**src/rtl/uart_axil_driver_if.sv**
```systemverilog
// AXI4-lite bus bundle between uart_axil_driver (master) and the UART IP (slave).
interface uart_axil_driver_if #(
  parameter int ADDR_WIDTH = 5
);
  logic [ADDR_WIDTH-1:0] awaddr;
  logic [2:0]            awprot;
  logic                  awvalid;
  logic                  awready;
  logic [31:0]           wdata;
  logic [3:0]            wstrb;
  logic                  wvalid;
  logic                  wready;
  logic [1:0]            bresp;
  logic                  bvalid;
  logic                  bready;
  logic [ADDR_WIDTH-1:0] araddr;
  logic [2:0]            arprot;
  logic                  arvalid;
  logic                  arready;
  logic [31:0]           rdata;
  logic [1:0]            rresp;
  logic                  rvalid;
  logic                  rready;

  modport master (
    output awaddr, awprot, awvalid, wdata, wstrb, wvalid, bready,
    output araddr, arprot, arvalid, rready,
    input  awready, wready, bresp, bvalid, arready, rdata, rresp, rvalid
  );

  modport slave (
    input  awaddr, awprot, awvalid, wdata, wstrb, wvalid, bready,
    input  araddr, arprot, arvalid, rready,
    output awready, wready, bresp, bvalid, arready, rdata, rresp, rvalid
  );
endinterface

```
**src/rtl/uart_axil_driver.sv**
```systemverilog
// uart_axil_driver: AXI4-lite initiator that configures the UART IP after reset,
// then polls its status register and moves bytes between the IP FIFOs and a
// local valid/ready byte stream pair.
// Optional macro UART_DRV_IRQ_EN: the idle gap becomes a wait on irq (or a
// pending tx byte) instead of a fixed POLL_GAP cycle count.
module uart_axil_driver #(
  parameter int          ADDR_WIDTH     = 5,
  parameter int          BASE_ADDR      = 0,
  parameter int          OFFSET_RX_BUFF = 0,
  parameter int          OFFSET_TX_BUFF = 4,
  parameter int          OFFSET_CONFIG  = 8,
  parameter int          OFFSET_STATUS  = 12,
  parameter logic [31:0] INIT_CONFIG    = 32'h0000_E204,
  parameter int          POLL_GAP       = 16
) (
  input  logic                      m_axi_aclk,
  input  logic                      m_axi_aresetn,
  uart_axil_driver_if.master        m_axi,
  input  logic [7:0]                tx_data,
  input  logic                      tx_valid,
  output logic                      tx_ready,
  output logic [7:0]                rx_data,
  output logic [1:0]                rx_err,
  output logic                      rx_valid,
  input  logic                      rx_ready,
  input  logic                      irq,
  output logic                      ready,
  output logic                      err_overrun,
  output logic                      err_parity,
  output logic                      err_frame,
  output logic                      bus_err
);

  localparam logic [ADDR_WIDTH-1:0] ADDR_RX  = ADDR_WIDTH'(BASE_ADDR + OFFSET_RX_BUFF);
  localparam logic [ADDR_WIDTH-1:0] ADDR_TX  = ADDR_WIDTH'(BASE_ADDR + OFFSET_TX_BUFF);
  localparam logic [ADDR_WIDTH-1:0] ADDR_CFG = ADDR_WIDTH'(BASE_ADDR + OFFSET_CONFIG);
  localparam logic [ADDR_WIDTH-1:0] ADDR_ST  = ADDR_WIDTH'(BASE_ADDR + OFFSET_STATUS);

  typedef enum logic [2:0] {
    INIT_WR, INIT_B, GAP, STAT_RD, DECIDE, RX_RD, TX_WR, TX_B
  } state_t;

  state_t                state_q;
  logic                  issued_q;
  logic                  awvalid_q, wvalid_q, bready_q;
  logic                  arvalid_q, rready_q;
  logic [ADDR_WIDTH-1:0] awaddr_q, araddr_q;
  logic [31:0]           wdata_q;
  logic                  tx_ready_q, rx_valid_q, ready_q;
  logic [7:0]            rx_data_q;
  logic [1:0]            rx_err_q;
  logic                  err_ov_q, err_par_q, err_fr_q, bus_err_q;
  logic                  rx_empty_q, tx_full_q, last_rx_q;
`ifndef UART_DRV_IRQ_EN
  localparam logic [15:0] GAP_LOAD = 16'(POLL_GAP - 1);
  logic [15:0]           gap_q;
  logic                  unused_irq;
  assign unused_irq = irq;
`endif

  // Handshake and arbitration terms derived from the registered state.
  logic aw_fire, w_fire, aw_clear, w_clear, r_fire, b_fire, b_err, r_err;
  logic rx_ok, tx_ok;
  logic unused_rdata;
  assign aw_fire  = awvalid_q & m_axi.awready;
  assign w_fire   = wvalid_q & m_axi.wready;
  assign aw_clear = ~awvalid_q | aw_fire;
  assign w_clear  = ~wvalid_q | w_fire;
  assign r_fire   = rready_q & m_axi.rvalid;
  assign b_fire   = bready_q & m_axi.bvalid;
  assign b_err    = (m_axi.bresp != 2'b00);
  assign r_err    = (m_axi.rresp != 2'b00);
  assign rx_ok    = ~rx_empty_q & ~rx_valid_q;
  assign tx_ok    = tx_valid & ~tx_full_q;
  assign unused_rdata = ^m_axi.rdata[31:10];

  // Controller FSM: owns every bus and stream register so all outputs are registered.
  always_ff @(posedge m_axi_aclk or negedge m_axi_aresetn) begin
    if (!m_axi_aresetn) begin
      state_q    <= INIT_WR;
      issued_q   <= 1'b0;
      awvalid_q  <= 1'b0;
      wvalid_q   <= 1'b0;
      bready_q   <= 1'b0;
      arvalid_q  <= 1'b0;
      rready_q   <= 1'b0;
      awaddr_q   <= '0;
      araddr_q   <= '0;
      wdata_q    <= '0;
      tx_ready_q <= 1'b0;
      rx_valid_q <= 1'b0;
      rx_data_q  <= '0;
      rx_err_q   <= '0;
      ready_q    <= 1'b0;
      err_ov_q   <= 1'b0;
      err_par_q  <= 1'b0;
      err_fr_q   <= 1'b0;
      bus_err_q  <= 1'b0;
      rx_empty_q <= 1'b1;
      tx_full_q  <= 1'b0;
      last_rx_q  <= 1'b0;
`ifndef UART_DRV_IRQ_EN
      gap_q      <= '0;
`endif
    end else begin
      tx_ready_q <= 1'b0;
      err_ov_q   <= 1'b0;
      err_par_q  <= 1'b0;
      err_fr_q   <= 1'b0;
      bus_err_q  <= 1'b0;
      if (rx_valid_q && rx_ready) rx_valid_q <= 1'b0;

      case (state_q)
        INIT_WR, TX_WR: begin
          if (!issued_q) begin
            issued_q  <= 1'b1;
            awvalid_q <= 1'b1;
            wvalid_q  <= 1'b1;
            awaddr_q  <= (state_q == INIT_WR) ? ADDR_CFG : ADDR_TX;
            wdata_q   <= (state_q == INIT_WR) ? INIT_CONFIG : {24'h0, tx_data};
          end else begin
            if (aw_fire) awvalid_q <= 1'b0;
            if (w_fire)  wvalid_q  <= 1'b0;
            if (aw_clear && w_clear) begin
              issued_q <= 1'b0;
              bready_q <= 1'b1;
              state_q  <= (state_q == INIT_WR) ? INIT_B : TX_B;
            end
          end
        end

        INIT_B, TX_B: begin
          if (b_fire) begin
            bready_q <= 1'b0;
            if (b_err) begin
              bus_err_q <= 1'b1;
              state_q   <= (state_q == INIT_B) ? INIT_WR : STAT_RD;
            end else begin
              if (state_q == INIT_B) ready_q    <= 1'b1;
              else                   tx_ready_q <= 1'b1;
              state_q <= STAT_RD;
            end
          end
        end

        STAT_RD, RX_RD: begin
          if (!issued_q) begin
            issued_q  <= 1'b1;
            arvalid_q <= 1'b1;
            rready_q  <= 1'b1;
            araddr_q  <= (state_q == STAT_RD) ? ADDR_ST : ADDR_RX;
          end else begin
            if (arvalid_q && m_axi.arready) arvalid_q <= 1'b0;
            if (r_fire) begin
              arvalid_q <= 1'b0;
              rready_q  <= 1'b0;
              issued_q  <= 1'b0;
              if (r_err) bus_err_q <= 1'b1;
              if (state_q == STAT_RD) begin
                if (r_err) begin
                  state_q <= GAP;
`ifndef UART_DRV_IRQ_EN
                  gap_q   <= GAP_LOAD;
`endif
                end else begin
                  rx_empty_q <= m_axi.rdata[0];
                  tx_full_q  <= m_axi.rdata[3];
                  err_ov_q   <= m_axi.rdata[6];
                  err_par_q  <= m_axi.rdata[5];
                  err_fr_q   <= m_axi.rdata[4];
                  state_q    <= DECIDE;
                end
              end else begin
                if (!r_err) begin
                  rx_data_q  <= m_axi.rdata[7:0];
                  rx_err_q   <= m_axi.rdata[9:8];
                  rx_valid_q <= 1'b1;
                end
                state_q <= STAT_RD;
              end
            end
          end
        end

        DECIDE: begin
          if (rx_ok && (!tx_ok || !last_rx_q)) begin
            state_q   <= RX_RD;
            last_rx_q <= 1'b1;
          end else if (tx_ok) begin
            state_q   <= TX_WR;
            last_rx_q <= 1'b0;
          end else begin
            state_q <= GAP;
`ifndef UART_DRV_IRQ_EN
            gap_q   <= GAP_LOAD;
`endif
          end
        end

        GAP: begin
`ifdef UART_DRV_IRQ_EN
          if (irq || (tx_valid && !tx_full_q)) state_q <= STAT_RD;
`else
          if (gap_q == '0) state_q <= STAT_RD;
          else             gap_q   <= gap_q - 16'd1;
`endif
        end

        default: state_q <= INIT_WR;
      endcase
    end
  end

  assign m_axi.awaddr  = awaddr_q;
  assign m_axi.awprot  = 3'b000;
  assign m_axi.awvalid = awvalid_q;
  assign m_axi.wdata   = wdata_q;
  assign m_axi.wstrb   = 4'hF;
  assign m_axi.wvalid  = wvalid_q;
  assign m_axi.bready  = bready_q;
  assign m_axi.araddr  = araddr_q;
  assign m_axi.arprot  = 3'b000;
  assign m_axi.arvalid = arvalid_q;
  assign m_axi.rready  = rready_q;

  assign tx_ready    = tx_ready_q;
  assign rx_data     = rx_data_q;
  assign rx_err      = rx_err_q;
  assign rx_valid    = rx_valid_q;
  assign ready       = ready_q;
  assign err_overrun = err_ov_q;
  assign err_parity  = err_par_q;
  assign err_frame   = err_fr_q;
  assign bus_err     = bus_err_q;

endmodule

```
**src/flat_wrapper.sv**
```systemverilog
// flat-port wrapper written by rule: the top's interface ports become plain ports
module uart_axil_driver_flat 
#(
  parameter int          ADDR_WIDTH     = 5,
  parameter int          BASE_ADDR      = 0,
  parameter int          OFFSET_RX_BUFF = 0,
  parameter int          OFFSET_TX_BUFF = 4,
  parameter int          OFFSET_CONFIG  = 8,
  parameter int          OFFSET_STATUS  = 12,
  parameter logic [31:0] INIT_CONFIG    = 32'h0000_E204,
  parameter int          POLL_GAP       = 16
)
  (m_axi_aclk, m_axi_aresetn, tx_data, tx_valid, tx_ready, rx_data, rx_err, rx_valid, rx_ready, irq, ready, err_overrun, err_parity, err_frame, bus_err, m_axi_awaddr, m_axi_awprot, m_axi_awvalid, m_axi_wdata, m_axi_wstrb, m_axi_wvalid, m_axi_bready, m_axi_araddr, m_axi_arprot, m_axi_arvalid, m_axi_rready, m_axi_awready, m_axi_wready, m_axi_bresp, m_axi_bvalid, m_axi_arready, m_axi_rdata, m_axi_rresp, m_axi_rvalid);
  uart_axil_driver_if #(.ADDR_WIDTH(ADDR_WIDTH)) m_axi_i ();
  input  logic m_axi_aclk;
  input  logic m_axi_aresetn;
  input  logic [7:0] tx_data;
  input  logic tx_valid;
  output logic tx_ready;
  output logic [7:0] rx_data;
  output logic [1:0] rx_err;
  output logic rx_valid;
  input  logic rx_ready;
  input  logic irq;
  output logic ready;
  output logic err_overrun;
  output logic err_parity;
  output logic err_frame;
  output logic bus_err;
  output wire logic [$bits(m_axi_i.awaddr)-1:0] m_axi_awaddr;
  output wire logic [$bits(m_axi_i.awprot)-1:0] m_axi_awprot;
  output wire logic [$bits(m_axi_i.awvalid)-1:0] m_axi_awvalid;
  output wire logic [$bits(m_axi_i.wdata)-1:0] m_axi_wdata;
  output wire logic [$bits(m_axi_i.wstrb)-1:0] m_axi_wstrb;
  output wire logic [$bits(m_axi_i.wvalid)-1:0] m_axi_wvalid;
  output wire logic [$bits(m_axi_i.bready)-1:0] m_axi_bready;
  output wire logic [$bits(m_axi_i.araddr)-1:0] m_axi_araddr;
  output wire logic [$bits(m_axi_i.arprot)-1:0] m_axi_arprot;
  output wire logic [$bits(m_axi_i.arvalid)-1:0] m_axi_arvalid;
  output wire logic [$bits(m_axi_i.rready)-1:0] m_axi_rready;
  input wire logic [$bits(m_axi_i.awready)-1:0] m_axi_awready;
  input wire logic [$bits(m_axi_i.wready)-1:0] m_axi_wready;
  input wire logic [$bits(m_axi_i.bresp)-1:0] m_axi_bresp;
  input wire logic [$bits(m_axi_i.bvalid)-1:0] m_axi_bvalid;
  input wire logic [$bits(m_axi_i.arready)-1:0] m_axi_arready;
  input wire logic [$bits(m_axi_i.rdata)-1:0] m_axi_rdata;
  input wire logic [$bits(m_axi_i.rresp)-1:0] m_axi_rresp;
  input wire logic [$bits(m_axi_i.rvalid)-1:0] m_axi_rvalid;
  assign m_axi_awaddr = m_axi_i.awaddr;
  assign m_axi_awprot = m_axi_i.awprot;
  assign m_axi_awvalid = m_axi_i.awvalid;
  assign m_axi_wdata = m_axi_i.wdata;
  assign m_axi_wstrb = m_axi_i.wstrb;
  assign m_axi_wvalid = m_axi_i.wvalid;
  assign m_axi_bready = m_axi_i.bready;
  assign m_axi_araddr = m_axi_i.araddr;
  assign m_axi_arprot = m_axi_i.arprot;
  assign m_axi_arvalid = m_axi_i.arvalid;
  assign m_axi_rready = m_axi_i.rready;
  assign m_axi_i.awready = m_axi_awready;
  assign m_axi_i.wready = m_axi_wready;
  assign m_axi_i.bresp = m_axi_bresp;
  assign m_axi_i.bvalid = m_axi_bvalid;
  assign m_axi_i.arready = m_axi_arready;
  assign m_axi_i.rdata = m_axi_rdata;
  assign m_axi_i.rresp = m_axi_rresp;
  assign m_axi_i.rvalid = m_axi_rvalid;
  uart_axil_driver #(.ADDR_WIDTH(ADDR_WIDTH), .BASE_ADDR(BASE_ADDR), .OFFSET_RX_BUFF(OFFSET_RX_BUFF), .OFFSET_TX_BUFF(OFFSET_TX_BUFF), .OFFSET_CONFIG(OFFSET_CONFIG), .OFFSET_STATUS(OFFSET_STATUS), .INIT_CONFIG(INIT_CONFIG), .POLL_GAP(POLL_GAP)) u_core (.m_axi_aclk(m_axi_aclk), .m_axi_aresetn(m_axi_aresetn), .m_axi(m_axi_i), .tx_data(tx_data), .tx_valid(tx_valid), .tx_ready(tx_ready), .rx_data(rx_data), .rx_err(rx_err), .rx_valid(rx_valid), .rx_ready(rx_ready), .irq(irq), .ready(ready), .err_overrun(err_overrun), .err_parity(err_parity), .err_frame(err_frame), .bus_err(bus_err));
endmodule
```
**config.mk**
```make
export PLATFORM = sky130hd
export DESIGN_NAME = uart_axil_driver_flat
export DESIGN_NICKNAME = d
export VERILOG_FILES = /design/src/rtl/uart_axil_driver_if.sv /design/src/rtl/uart_axil_driver.sv /design/src/flat_wrapper.sv
export SDC_FILE = /design/constraint.sdc
export NUM_CORES = 1
export LEC_CHECK = 0
export CORE_MARGIN = 5
export CORE_UTILIZATION = 40
export CTS_BUF_LIST = sky130_fd_sc_hd__clkbuf_4
export CTS_CLUSTER_DIAMETER = 150
export DETAILED_ROUTE_END_ITERATION = 6
export GPL_ROUTABILITY_DRIVEN = 0
export GPL_TIMING_DRIVEN = 0
export PLACE_DENSITY_LB_ADDON = 0.05
export SYNTH_ARGS = -nofsm -noshare
export SYNTH_HDL_FRONTEND = slang
export SYNTH_SLANG_ARGS = --single-unit
```
**constraint.sdc**
```tcl
create_clock -name m_axi_aclk -period 2 [get_ports m_axi_aclk]
set_clock_uncertainty 0.1 [all_clocks]
set_input_delay 0.2 -clock m_axi_aclk [delete_from_list [all_inputs] [get_ports m_axi_aclk]]
set_output_delay 0.2 -clock m_axi_aclk [all_outputs]
set_load 0.02 [all_outputs]
```
# == Word-level counts from Yosys, hierarchy flattened ==
# Cells that the tools add are included.
# totals
ff_bits,87
input_bits,54
output_inout_bits,74
wordCells,170
# classes
add_sub_neg,1
eq_ne,22
muxes,76
bitwise_logic,17
n_reduce_logical,31
# ops
op,n
16-bit 2-to-1 mux,8
1-bit 2-to-1 mux,48
16-bit one-hot mux with 3 select lines,1
3-bit 2-to-1 mux,12
16-bit zero test,1
"2-bit by 1-bit != test with 1-bit output, second input constant",8
"16-bit by 1-bit subtractor with 16-bit output, second input constant",1
3-bit one-hot mux with 5 select lines,1
2-bit AND reduction,7
"3-bit == test, second input constant",4
"2-bit != test, second input constant",6
5-bit AND reduction,2
2-bit nonzero test,5
1-bit inverter,9
4-bit 2-to-1 mux,2
4-bit AND reduction,2
8-bit AND reduction,1
1-bit AND,6
"3-bit by 2-bit == test with 1-bit output, second input constant",2
1-bit one-hot mux with 2 select lines,3
6-bit AND reduction,1
2-bit OR reduction,3
1-bit logical AND,4
"3-bit by 1-bit == test with 1-bit output, second input constant",1
other kinds (7),9

# == Depth between registers and ports, before layout ==
# Gate-level depths: netlist of the first run.
# logic_depth
depth_word,7
depth_mapped,9

# == Least setup slack after synthesis of the first run ==
# OpenSTA, ideal clock, no wires.
# synth_path
path_kind,reg-to-reg
from,reg u_core.state_q[1]
to,reg u_core.gap_q[7]
setup_time_ns,0.078
arrival_ns,1.988
slack_ns,-0.166
path_stages_with_launch,8
path_buffers,2
synth_period_minus_slack_ns,2.166
cell_sequence,dfrtp_1 -> buf_6 -> or3b_4 -> o31ai_4 -> nor2_2 -> buf_6 -> or4_1 -> a21oi_1
# synth_via
elab_chain_cells,4
elab_cells_between_ends,15
classes_between,eq/ne (11); mux (1); reduce/logical (3)
# synth_lines
item,line_no,rtl
from (decl),uart_axil_driver.sv:43,state_t state_q;
from (signal assigned),uart_axil_driver.sv:127,state_q <= (state_q == INIT_WR) ? INIT_B : TX_B;
from (signal assigned),uart_axil_driver.sv:137,state_q <= (state_q == INIT_B) ? INIT_WR : STAT_RD;
3-bit == test / 3-bit by 2-bit == test with 1-bit output (equally long branches),"uart_axil_driver.sv:113, uart_axil_driver.sv:159",
2-bit OR reduction,uart_axil_driver.sv:113,case (state_q)
2-bit by 1-bit != test with 1-bit output (no line) / 3-bit nonzero test (equally long branches),-,
8-bit AND reduction (no line),-,
to (signal assigned),uart_axil_driver.sv:205,else gap_q <= gap_q - 16'd1;
to (decl),uart_axil_driver.sv:56,logic [15:0] gap_q;
# Parallel ways exist; a longest one is shown, timed or not.
# A chain may end at the register's enable or synchronous reset.

# == Worst setup path in the final report of the first run ==
# layout_path
from,reg u_core.gap_q[4]
to,reg u_core.gap_q[9]
# layout_via
elab_chain_cells,3
elab_cells_between_ends,6
classes_between,add/sub (1); eq/ne (1); mux (2); reduce/logical (2)
# layout_lines
item,line_no
16-bit by 1-bit subtractor with 16-bit output / 16-bit zero test (equally long branches),"uart_axil_driver.sv:205, uart_axil_driver.sv:204"
16-bit 2-to-1 mux / 2-bit != test (equally long branches),-
16-bit one-hot mux with 3 select lines / 8-bit AND reduction (equally long branches),-
# Parallel ways exist; a longest one is shown, timed or not. The select of a mux whose other input is x is not followed.

==> flow_metrics.py, run 1 <==
metrics = {
    "outcome": {
        "status": "complete, but fails checks",
        "violations": "setup timing",
    },
    "cells_and_area": {
        "final_cell_mix": "clkdlybuf4s50_1, buf_4, dfrtp_1, conb_1, nand2_1",
        "layout.nets": 492,
        "regArea_mm2": 0.001404,
        "fillerInstances": 621,
        "drive_gt1_share_pct": 29.45,
        "antenna_cells": 0,
        "final_common_cell": "clkdlybuf4s50_1",
        "area_delta_synth_final_pct": 49.90,
        "multi_input_area_mm2": 0.001503,
        "finish.utilization_pct": 61.91,
    },
    "power_and_ir_drop": {
        "leakage_nw": 2.072,
        "p_total_mw": 4.815,
        "p_switching_mw": 1.926,
        "p_comb_share_pct": 52.5,
        "intPower_mw": 2.889,
        "pwr-share-seq_pct": 33.8,
        "swShare_pct": 40.00,
        "power_density_mw_per_mm2": 1067,
        "ir_drop_mv": 0.4827,
        "clkPwrFrac_pct": 13.7,
    },
    "grt": {
        "grt_pass1_vias": 2602,
        "overflow": 0,
        "grt_pass1_wl_um": 12250,
        "grt_max_degree": 30,
        "use_met2_pct": 24.58,
        "met1_usage_pct": 20.15,
        "grtUsageMet3_pct": 4.892,
        "antenna_found_initial": 0,
        "grt_usage_pct": 15.38,
        "top_usage_layer": "met2",
    },
    "synth": {
        "synth.top_cell.area_share_pct": 45.70,
        "avgSynthCellArea_um2": 9.939,
        "yosys_warnings": 0,
        "synth-edff-count": 0,
        "syn_area_mm2": 0.003012,
        "synthTopCellsByArea": "dfrtp_1, buf_4, mux2_2",
        "synth_seq_area_share_pct": 46.57,
        "synth_flop_cell": "dfrtp_1",
        "ys_seq_elements": 56,
        "yosysTopAreaCell": "dfrtp_1",
        "ys_types": 49,
        "synth_cells": 303,
        "ys_async_sr_fraction_pct": 100.0,
    },
    "clocking": {
        "clockRootBuffer": "clkbuf_4",
        "ctsLongestPathBuffers": 2,
        "cts_tree": "done",
        "cts_buffers": 5,
        "clock_latency_ps": 380,
        "clk_pin_slew_ps": 170,
        "clock_sinks": 56,
        "h-tree-depth": 2,
    },
    "floorplanning": {
        "fp.coreArea_mm2": 0.007292,
        "start_util_pct": 41.30,
        "fp.dieW_um": 96.77,
        "io_pins": 128,
        "die_height_um": 96.77,
        "die_area_mm2": 0.009364,
        "rows": 31,
    },
    "drt": {
        "drc": 0,
        "detail-route-antenna-nets": 0,
        "dr.pass1.iters": 4,
        "drtIter0Drc": 103,
        "avgViaCountPerCell": 4.730,
        "wl_um": 7238,
        "wl_per_cell_um": 13.48,
        "vias": 2540,
    },
    "worst_setup_path": {
        "end_kind": "flop",
        "crit_required_ps": 2230,
        "critPathCapture": "u_core.gap_q[9]",
        "critPathLaunchType": "flop",
        "r2r_start": "u_core.gap_q[4]",
        "cp-startpoint": "u_core.gap_q[4]",
        "r2r_setup_slack_ps": -260,
        "worstPathArrival_ps": 2490,
        "critPathKind": "reg -> reg",
        "worstReg2RegEnd": "u_core.gap_q[9]",
        "crit_fanout": 6,
        "r2r_cells": 5,
    },
    "flow_run": {
        "max-cap-violations": 0,
    },
    "sta": {
        "finalMaxSlewViolations": 0,
        "setup_slack_ps": -263.1,
        "max_slew_margin_pct": 56.09,
        "fmax_ghz": 0.4419,
        "rsz0062_at_grt": "true",
        "setup_violations": 17,
        "period_share_pct": 113.2,
        "hold_violations": 0,
        "layout_min_cycle_time_ps": 2263,
        "worstMarginPinSlew_ps": 658.6,
        "whs_ps": 246.4,
    },
    "place": {
        "port_buffers": 68,
        "dpl.hpwl_um": 5116,
        "pre_cts_ws_ps": -508.1,
    },
    "hold_path": {
        "hold_class": "in -> reg",
    },
}
## worst min-delay path by stage
stage / startpoint / slack (ps) / end / cells after the start
after floorplan: m_axi_aresetn / -200 / u_core.bus_err / 0
after global placement: u_core.ready / 350 / u_core.ready / 2
after detailed placement: m_axi_aresetn / 170 / u_core.gap_q[8] / 1
after CTS: tx_data[2] / 240 / u_core.m_axi.wdata[2] / 3
after global routing: tx_data[2] / 240 / u_core.m_axi.wdata[2] / 3
final: tx_data[2] / 250 / u_core.m_axi.wdata[2] / 3
## power groups by stage
stage          clock [mW]  sequential [mW]  combinational, mW
2_1_floorplan           0             1.82               1.27
3_3_place_gp            0             1.63               2.26
3_5_place_dp            0             1.63               2.28
4_1_cts             0.673             1.61               2.46
5_1_grt             0.720             1.67               2.76
6_report            0.659             1.63               2.53
## metal layers
layer | vias to the layer above | part of all wire [%] | wire, µm
met5 | - | 0 | 0
met4 | 0 | 0.95 | 69
met3 | 7 | 7.1 | 515
met2 | 68 | 46 | 3347
met1 | 1204 | 46 | 3305
li1 | 1261 | - | -
## kinds of logic (layout without fill, tap and decap cells)
kind of cell	Yosys count	count (layout)	synth area share [%]
other	2	36	0.2494
adder cells (fa/ha/maj)	1	1	0.4154
XOR/XNOR	2	2	0.5817
buffers and inverters	67	168	14.21
AO/OA/AOI/OAI	61	61	13.92
AND/OR/NAND/NOR	97	97	17.86
multiplexers	17	17	6.190
flip-flops	56	56	46.57
## critical path, cell delays in order (launching register included)
cell and delay (ps):
dfrtp_1 430, or3_4 400, or3_4 370, or3_1 340, or4_4 430, a21oi_2 150
## final cells by class
type                            count  share of cell area (%)
Multi-Input combinational cell    214                   33.29
Sequential cell                    56                   31.10
Timing Repair Buffer               95                   20.84
Buffer                             52                   9.091
Tap cell                           99                   2.744
Inverter                           13                   1.081
Clock buffer                        6                  0.9978
Clock inverter                      2                  0.8592
## synthesized netlist by cell type, types with 2 or more instances
master and count:
dfrtp_1 55, buf_2 3, nand2b_1 5, conb_1 2, o21ai_0 11, mux2_2 13
nand3_1 3, clkbuf_1 7, or2_1 2, nand2_1 22, buf_4 42, or3_1 12
mux2i_1 4, nor2_1 15, nor4_1 4, a22o_1 7, a21o_1 2, nor3b_1 2
a21oi_1 16, and2_1 4, inv_1 13, buf_6 2, nor3_1 6, or4_1 11
nor2_2 2, o31ai_1 13, o32ai_1 2, and3_1 2
## metrics by stage
step / std cells / instance area (µm²) / setup TNS, ps
6_report: 537 / 4514 / -2659
4_1_cts: 532 / 4373 / -3357
3_3_place_gp: 504 / 3993 / -83500
5_1_grt: 537 / 4514 / -4150
2_1_floorplan: 337 / 3188 / -636.5
3_5_place_dp: 505 / 4008 / -14250
## state kept, by name, summed over array words and instances, names as in the netlist, 2 cells and up
register / count
u_core.gap_q: 16
u_core.m_axi.wdata: 9
u_core.state_q: 3
u_core.rx_data: 8
u_core.rx_err: 2
## repair_timing
item / in CTS / in global routing
setup endpoints to repair: 39 / 41
hold endpoints to repair: 27 / 0
hold buffers: 1 / 0
pin swaps: 11 / 14
setup buffers: 17 / 5
gates resized for setup: 26 / 25
cloned: 2 / 1
Power figures use the tool's default switching activity.
==> run 2, diff against run 1 <==
PLACE_DENSITY_LB_ADDON = 0.08   (was 0.05)
SKIP_CTS_REPAIR_TIMING = 1   (was not set)
==> flow_metrics.py, run 2 (synthesized netlist as in run 1, its figures left out) <==
metrics = {
    "drt": {
        "drc": 0,
        "drtIter0Drc": 93,
        "dr.pass1.iters": 4,
        "avgViaCountPerCell": 4.797,
        "wl_um": 7577,
        "detail-route-antenna-nets": 0,
        "wl_per_cell_um": 13.95,
        "vias": 2605,
    },
    "sta": {
        "fmax_ghz": 0.4358,
        "rsz0062_at_grt": "true",
        "layout_min_cycle_time_ps": 2294,
        "max_slew_margin_pct": 60.82,
        "worstMarginPinSlew_ps": 583.8,
        "finalMaxSlewViolations": 0,
        "period_share_pct": 114.7,
        "whs_ps": 224.8,
        "setup_violations": 25,
        "hold_violations": 0,
        "setup_slack_ps": -294.4,
    },
    "hold_path": {
        "hold_class": "in -> async",
    },
    "power_and_ir_drop": {
        "power_density_mw_per_mm2": 1072,
        "p_switching_mw": 2.009,
        "swShare_pct": 40.62,
        "clkPwrFrac_pct": 10.5,
        "leakage_nw": 2.114,
        "intPower_mw": 2.938,
        "pwr-share-seq_pct": 32.7,
        "p_comb_share_pct": 56.9,
        "ir_drop_mv": 0.5408,
    },
    "worst_setup_path": {
        "crit_required_ps": 2230,
        "critPathLaunchType": "flop",
        "critPathMaxStageDelay_ps": 530,
        "end_kind": "flop",
        "worstPathArrival_ps": 2520,
        "crit_chain": "buf_6, or3b_4, o31ai_4, nor2_4, buf_6, or4_4, a21oi_2",
        "crit_fanout": 4,
        "cp_common_cell": "buf_6",
        "slowest_stage": "or4_4",
        "critPathKind": "reg -> reg",
        "path_buf_inv": 2,
        "crit_family": "simple AND/OR/NAND/NOR gates",
    },
    "floorplanning": {
        "fp.coreArea_mm2": 0.007292,
        "die_area_mm2": 0.009364,
        "die_height_um": 96.77,
        "io_pins": 128,
        "fp.dieW_um": 96.77,
        "start_util_pct": 41.30,
        "rows": 31,
    },
    "grt": {
        "grt_usage_pct": 15.03,
        "overflow": 0,
        "antenna_found_initial": 0,
        "grt_max_degree": 34,
        "grt_pass1_vias": 2449,
        "grt_pass1_wl_um": 11900,
    },
    "clocking": {
        "clock_latency_ps": 380,
        "cts_tree": "done",
        "clockRootBuffer": "clkbuf_4",
        "cts_buffers": 5,
        "clock_sinks": 56,
        "ctsLongestPathBuffers": 2,
        "clk_pin_slew_ps": 160,
        "h-tree-depth": 2,
    },
    "cells_and_area": {
        "layout.nets": 498,
        "regMostFlops": "u_core.gap_q",
        "fillerInstances": 624,
        "final_common_cell": "clkdlybuf4s50_1",
        "regArea_mm2": 0.001404,
        "drive_gt1_share_pct": 33.78,
        "final_area_mm2": 0.004614,
        "instances_no_fill": 543,
        "multi_input_area_mm2": 0.001582,
        "largest_reg_flops": 16,
        "area_delta_synth_final_pct": 53.22,
        "final_cell_mix": "clkdlybuf4s50_1, buf_4, dfrtp_1, conb_1, nand2_1",
        "antenna_cells": 0,
    },
    "place": {
        "dpl.hpwl_um": 5236,
        "placed_cells": 505,
        "placed_area_mm2": 0.004008,
        "port_buffers": 68,
    },
    "flow_run": {
        "max-cap-violations": 0,
    },
    "outcome": {
        "violations": "setup timing",
        "status": "complete, but fails checks",
    },
}
-- run 2: cell count changes in the layout (fill, tap and decap cells not counted), sizes merged --
cell,previous run,this run
bufinv,1,0
clkinv,0,1
inv,14,13
clkinvlp,0,1
clkbuf,12,13
buf,73,78
-- run 2: cell type report --
cell class                 count  area share, %
clock inverter                 2         0.2440
multi-input combinational    214          34.27
tap                           99          2.684
buffer                        53          9.084
clock buffer                   6         0.9761
timing repair buffer         100          21.26
sequential                    56          30.42
inverter                      13          1.057
-- run 2: worst paths after layout --
| kind | start | to | slack (ps) | cells past startpoint |
|---|---|---|---|---|
| hold / removal | m_axi_aresetn | u_core.gap_q[8] | 220 | 2 |
| min in group m_axi_aclk | tx_data[2] | u_core.m_axi.wdata[2] | 230 | 3 |
| hold reg to reg | u_core.ready | u_core.ready | 390 | 2 |
| setup / recovery | u_core.state_q[1] | u_core.gap_q[4] | -290 | 7 |
| setup reg to reg | u_core.state_q[1] | u_core.gap_q[4] | -290 | 7 |
| max in group asynchronous | m_axi_aresetn | u_core.rx_empty_q | 930 | 3 |
-- run 2: per-layer routing --
layer	GRT usage, %	wire [µm]	vias to the layer above
met5	0	0	-
met4	4.212	138	0
met3	5.108	607	11
met2	23.89	3590	91
met1	19.50	3241	1232
li1	-	-	1271
-- run 2: power groups by stage --
stage	clock, mW	sequential (mW)	combinational, mW
CTS	0.531	1.61	2.30
global route	0.582	1.66	3.03
floorplan	0	1.82	1.27
finish	0.517	1.62	2.81
global placement	0	1.62	2.26
detailed placement	0	1.63	2.29
-- run 2: metrics by stage --
| stage | setup slack, ps | utilization (%) | setup TNS, ps | power, mW |
|---|---|---|---|---|
| after floorplan | -114.2 | - | -636.5 | 3.093 |
| after global placement | -1230 | 54.75 | -83440 | 3.881 |
| after detailed placement | -565.5 | 54.96 | -15420 | 3.915 |
| after CTS | -369.1 | 55.73 | -10450 | 4.437 |
| after global routing | -359.2 | 63.28 | -5695 | 5.271 |
| final | -294.4 | 63.28 | -3741 | 4.947 |
-- run 2: worst register-to-register path, cell delays in order (launching register included) --
cell and delay (ps):
dfrtp_1 400, buf_6 120, or3b_4 420, o31ai_4 330
nor2_4 100, buf_6 120, or4_4 530, a21oi_2 120
